==> config.mk <==
export PLATFORM = sky130hd
export DESIGN_NAME = fetch_sequencer
export DESIGN_NICKNAME = d
export VERILOG_FILES = /design/src/rtl/fetch_sequencer.sv
export SDC_FILE = /design/constraint.sdc
export NUM_CORES = 1
export LEC_CHECK = 0
export ABC_AREA = 1
export ABC_CLOCK_PERIOD_IN_PS = 2150
export BUFFER_PORTS_ARGS = -buffer_cell sky130_fd_sc_hd__buf_2
export CORE_UTILIZATION = 30
export DETAILED_ROUTE_END_ITERATION = 16
export GPL_ROUTABILITY_DRIVEN = 0
export PLACE_DENSITY = 0.63
export SLEW_MARGIN = 30
export SYNTH_ARGS = -nofsm -noshare
export SYNTH_HDL_FRONTEND = slang
export SYNTH_SLANG_ARGS = --single-unit
==> constraint.sdc <==
create_clock -name clk -period 2.15 [get_ports clk]
set_input_delay 0.3225 -clock clk [delete_from_list [all_inputs] [get_ports clk]]
set_output_delay 0.3225 -clock clk [all_outputs]
set_load 0.02 [all_outputs]
==> src/rtl/fetch_sequencer.sv <==
// Instruction fetch sequencer: owns the PC, feeds decode over valid/ready, stops on HALT or out-of-range PC.
// Optional build macro HALT_RESUME_EN lets a redirect restart fetching from the HALTED state.
module fetch_sequencer #(
  parameter int                PC_W        = 32,
  parameter int                MEM_DEPTH   = 256,
  parameter logic [PC_W-1:0]   RESET_PC    = '0,
  parameter logic [3:0]        HALT_OPCODE = 4'h6,
  parameter int                CNT_W       = 16
) (
  input  logic              clk,
  input  logic              rst_n,
  output logic [PC_W-1:0]   imem_addr,
  input  logic [31:0]       imem_rdata,
  output logic              if_valid,
  output logic [31:0]       if_instr,
  output logic [PC_W-1:0]   if_pc,
  input  logic              if_ready,
  input  logic              redirect_valid,
  input  logic [PC_W-1:0]   redirect_pc,
  output logic              halted,
  output logic              oob_err,
  output logic [CNT_W-1:0]  fetch_count
);

  typedef enum logic [1:0] {
    ST_FETCH  = 2'd0,
    ST_HALTED = 2'd1,
    ST_ERROR  = 2'd2
  } state_t;

  // One extra bit so MEM_DEPTH itself is representable even when it equals 2^PC_W.
  localparam logic [PC_W:0] DEPTH_EXT = (PC_W+1)'(MEM_DEPTH);

  state_t           r_state;
  logic [PC_W-1:0]  r_pc;
  logic             r_if_valid;
  logic [31:0]      r_if_instr;
  logic [PC_W-1:0]  r_if_pc;
  logic             r_halted;
  logic             r_oob_err;
  logic [CNT_W-1:0] r_fetch_count;

  state_t           w_state_next;
  logic [PC_W-1:0]  w_pc_next;
  logic             w_if_valid_next;
  logic [31:0]      w_if_instr_next;
  logic [PC_W-1:0]  w_if_pc_next;
  logic             w_halted_next;
  logic             w_oob_err_next;
  logic [CNT_W-1:0] w_fetch_count_next;

  logic w_free;
  logic w_accept;
  logic w_pc_in_range;
  logic w_is_halt;

  assign w_free        = !r_if_valid || if_ready;
  assign w_accept      = r_if_valid && if_ready;
  assign w_pc_in_range = ({1'b0, r_pc} < DEPTH_EXT);
  assign w_is_halt     = (imem_rdata[31:28] == HALT_OPCODE);

  always_ff @(posedge clk or negedge rst_n) begin
    if (!rst_n) begin
      r_state       <= ST_FETCH;
      r_pc          <= RESET_PC;
      r_if_valid    <= 1'b0;
      r_if_instr    <= '0;
      r_if_pc       <= '0;
      r_halted      <= 1'b0;
      r_oob_err     <= 1'b0;
      r_fetch_count <= '0;
    end else begin
      r_state       <= w_state_next;
      r_pc          <= w_pc_next;
      r_if_valid    <= w_if_valid_next;
      r_if_instr    <= w_if_instr_next;
      r_if_pc       <= w_if_pc_next;
      r_halted      <= w_halted_next;
      r_oob_err     <= w_oob_err_next;
      r_fetch_count <= w_fetch_count_next;
    end
  end

  always_comb begin
    w_state_next       = r_state;
    w_pc_next          = r_pc;
    w_if_valid_next    = r_if_valid;
    w_if_instr_next    = r_if_instr;
    w_if_pc_next       = r_if_pc;
    w_halted_next      = r_halted;
    w_oob_err_next     = r_oob_err;
    w_fetch_count_next = r_fetch_count;

    // A completed handshake always counts, even on an edge that also redirects.
    if (w_accept) begin
      w_if_valid_next = 1'b0;
      if (r_fetch_count != {CNT_W{1'b1}}) begin
        w_fetch_count_next = r_fetch_count + CNT_W'(1);
      end
    end

    case (r_state)
      ST_FETCH: begin
        if (redirect_valid) begin
          w_pc_next       = redirect_pc;
          w_if_valid_next = 1'b0;
        end else if (w_free) begin
          if (w_pc_in_range) begin
            w_if_instr_next = imem_rdata;
            w_if_pc_next    = r_pc;
            w_if_valid_next = 1'b1;
            if (w_is_halt) begin
              w_state_next  = ST_HALTED;
              w_halted_next = 1'b1;
            end else begin
              w_pc_next = r_pc + PC_W'(1);
            end
          end else begin
            w_state_next   = ST_ERROR;
            w_oob_err_next = 1'b1;
          end
        end
      end
      ST_HALTED: begin
`ifdef HALT_RESUME_EN
        if (redirect_valid) begin
          w_state_next    = ST_FETCH;
          w_halted_next   = 1'b0;
          w_pc_next       = redirect_pc;
          w_if_valid_next = 1'b0;
        end
`endif
      end
      ST_ERROR: begin
      end
      default: begin
        w_state_next = ST_ERROR;
      end
    endcase
  end

  assign imem_addr   = r_pc;
  assign if_valid    = r_if_valid;
  assign if_instr    = r_if_instr;
  assign if_pc       = r_if_pc;
  assign halted      = r_halted;
  assign oob_err     = r_oob_err;
  assign fetch_count = r_fetch_count;

endmodule

==> results by group <==
Status
  – Outcome: finished, final reports clean

Setup path
  – WP buf/inv: 1
  – Worst EP required: 2.46 ns
  – Startpoint Class: flip-flop
  – Reg2reg start: imem_addr[1]$_DFFE_PN0P_
  – Largest fanout on the critical path: 6
  – CP max-delay cell: dfrtp_1
  – Worst path cell trace: ha_1 -> inv_1 -> nor2_1 -> nand2_1 -> nor2_1 -> nand3_1 -> nand3_1 -> nand2_1 -> nand2_1 -> nand2_1
  – Setup crit start: imem_addr[1]$_DFFE_PN0P_
  – Worst Path Arrival: 2.17 ns
  – Crit end category: flip-flop
  – Setup CP Type: flip-flop to flip-flop
  – Crit path largest cell delay: 0.43 ns
  – CP most frequent cell: nand2_1
  – CP delay by family, top: simple AND/OR/NAND/NOR gates

Drt
  – Routed Antenna Nets: 0
  – WL/cell: 13.26 um
  – Total Wirelength: 16850 um
  – First-pass DRT Iterations: 4
  – Vias/cell: 4.427
  – Drt drc: 0
  – First DRT Iteration DRCs: 240
  – Routed via count: 5622

Die
  – Die W: 142.5 um
  – Num ports: 183
  – Core ar.: 0.01940 mm^2
  – Die height: 142.5 um
  – # rows: 51
  – Die footprint: 0.02030 mm^2
  – Initial core utilization: 0.3051

CTS
  – Total CTS buffers: 17
  – Max Buffers Root-to-Sink: 2
  – Total clock sinks: 117
  – Clock insertion delay at the later pin of the skew report: 0.42 ns
  – H-tree depth: 4
  – Clk slew on worst S/H paths: 0.06 ns
  – Clock tree from TritonCTS: built
  – # resized after CTS: 0
  – Root Buffer: clkbuf_16

Place
  – Placed Area: 0.007178 mm^2
  – Post-DP HPWL: 12690 um
  – Input/output buffers: 182

Synth
  – Sequential fraction of the synthesis area: 0.4946
  – Synthesis Warnings: 0
  – Synthesized Nets: 869
  – Post-synthesis cell type count: 29
  – Syn Inst Count: 798
  – Yosys reg bits: 117
  – Cell area after synthesis: 0.005919 mm^2
  – Syn_area_per_cell: 7.418 um^2

Power
  – Total Power: 0.007977 W
  – Switching Share: 0.3851
  – P_leak: 4.126 nW
  – PD cells: 1027 mW/mm^2
  – Int Power: 0.004905 W
  – Maximum vdd ir drop: 0.6266 mV
  – Clock power frac: 0.351
  – P_sw: 0.003072 W
  – Comb pwr share: 0.271
  – Sequential share of power: 0.378

STA
  – Worst-Margin Slew: 0.4721 ns
  – # setup viols final: 0
  – Final hold violation count: 0
  – TNS Setup: 0 ns
  – RSZ-0062 raised after global routing: no
  – Maximum operating frequency: 0.5380 GHz
  – Final setup skew: 0.01850 ns
  – Relative slew slack: 0.6853
  – Fin crit period: 1.859 ns
  – Slew Limit Fails: 0
  – Post-route clock period utilization: 0.8645

Cells and area
  – Most frequent cells in the layout: nand2_1 (299), buf_2 (181), nor2_1 (117), dfrtp_1 (117), inv_1 (73)
  – Area Overhead vs Synth: 31.28%
  – Post-route cell area: 0.007771 mm^2
  – Final #Nets: 1063
  – Layout cells sized above 1: 0.2507
  – Most common cell after layout, fill and taps aside: nand2_1
  – Number of diodes: 0

Flow run
  – Maxcap violations: 0

Worst hold path
  – Hold_sp: imem_rdata[21]
  – Worst Hold Class: primary input to flip-flop

Global routing
  – Largest net degree at the start of global routing: 69
  – Initial antenna violation count: 0
  – First-pass GRT wire length: 26630 um
  – Vias in the first global route: 5073
  – Total track usage: 0.1713
  – GRT overflow: 0
==> area by class of cell <==
class | instances | area (um^2)
clock inverter | 15 | 157.7
sequential | 117 | 2928
tap | 265 | 331.6
fill | 2090 | 11630
timing repair buffer | 198 | 1074
inverter | 78 | 292.8
clock buffer | 17 | 425.4
multi-input combinational | 580 | 2562
==> per-layer routing <==
metal	wire length, um	global-route usage	vias to the layer above	share of wire
met5	0	0	-	0
met4	264	0.05942	0	0.016
met3	981	0.04576	16	0.058
met2	7925	0.2792	163	0.47
met1	7674	0.2179	2582	0.46
li1	-	-	2861	-
==> per-stage QoR <==
stage,hold WS (ns),util,cells,setup slack [ns]
CTS,0.08207,0.4006,1270,0.2988
detailed placement,0.1908,0.3700,1237,0.3110
global placement,0.1905,0.3700,1237,0.3191
floorplan,0.02691,-,798,0.4477
global route,0.08853,0.4006,1270,0.1560
finish,0.1024,0.4006,1270,0.2913
==> synth_stat cells, drive strengths merged <==
master,number,area (um^2)
nand3,59,295.3
xor2,16,140.1
or2,15,93.84
nand3b,2,15.01
buf,15,106.4
clkinv,2,7.510
nand2,302,1141
o21bai,2,15.01
nand4,7,43.79
inv,76,285.3
nor3,5,30.03
a21oi,7,35.03
nor2,118,450.4
mux2i,5,50.05
a31oi,1,6.260
o21a,1,7.510
o21ai,32,160.2
o22ai,1,6.260
ha,3,37.54
dfrtp,117,2928
xnor2,4,35.03
clkbuf,8,30.03
==> logic make-up after synthesis <==
logic type      synth area share
compound gates           0.03889
xor+xnor                 0.02959
fa+ha+maj               0.006342
buf+inv                  0.07250
flops                     0.4946
mux                     0.008455
simple gates              0.3496
==> timing repair <==
action                                  CTS  global route
setup buffers                             0             0
hold buffers                              1             0
endpoints found under the hold margin    13             0
endpoints found under the setup margin    0             0
==> worst paths after layout <==
path                                                  end  slack [ns]  depth (start not counted)
worst max-delay path            imem_addr[14]$_DFFE_PN0P_        0.29                         10
worst min-delay path             if_instr[21]$_DFFE_PN0P_        0.10                          3
worst max register to register  imem_addr[14]$_DFFE_PN0P_        0.29                         10
worst min register to register   if_instr[18]$_DFFE_PN0P_        0.47                          2
max in group asynchronous          r_state[0]$_DFFE_PN0P_        1.12                          3
min in group asynchronous        if_instr[17]$_DFFE_PN0P_        0.30                          2
==> worst register-to-register path: stages, from the launching register on <==
cell and delay (ns):
dfrtp_1 0.43, ha_1 0.33, inv_1 0.10, nor2_1 0.17, nand2_1 0.15, nor2_1 0.22, nand3_1 0.13, nand3_1 0.10
nand2_1 0.05, nand2_1 0.05, nand2_1 0.04
==> flip-flops by register name, summed over array words and instances, names as in the netlist <==
signal	count
fetch_count	16
halted	1
if_instr	32
if_pc	32
if_valid	1
imem_addr	32
oob_err	1
r_state	2
==> power by group through the flow <==
stage                     clock [W]  sequential [W]  combinational [W]
after floorplan                   0         0.00330            0.00101
after global placement            0         0.00304            0.00217
after detailed placement          0         0.00306            0.00218
after CTS                   0.00286         0.00302            0.00219
after global routing        0.00296         0.00308            0.00244
final                       0.00280         0.00301            0.00216
(Power assumes the default switching activity.)
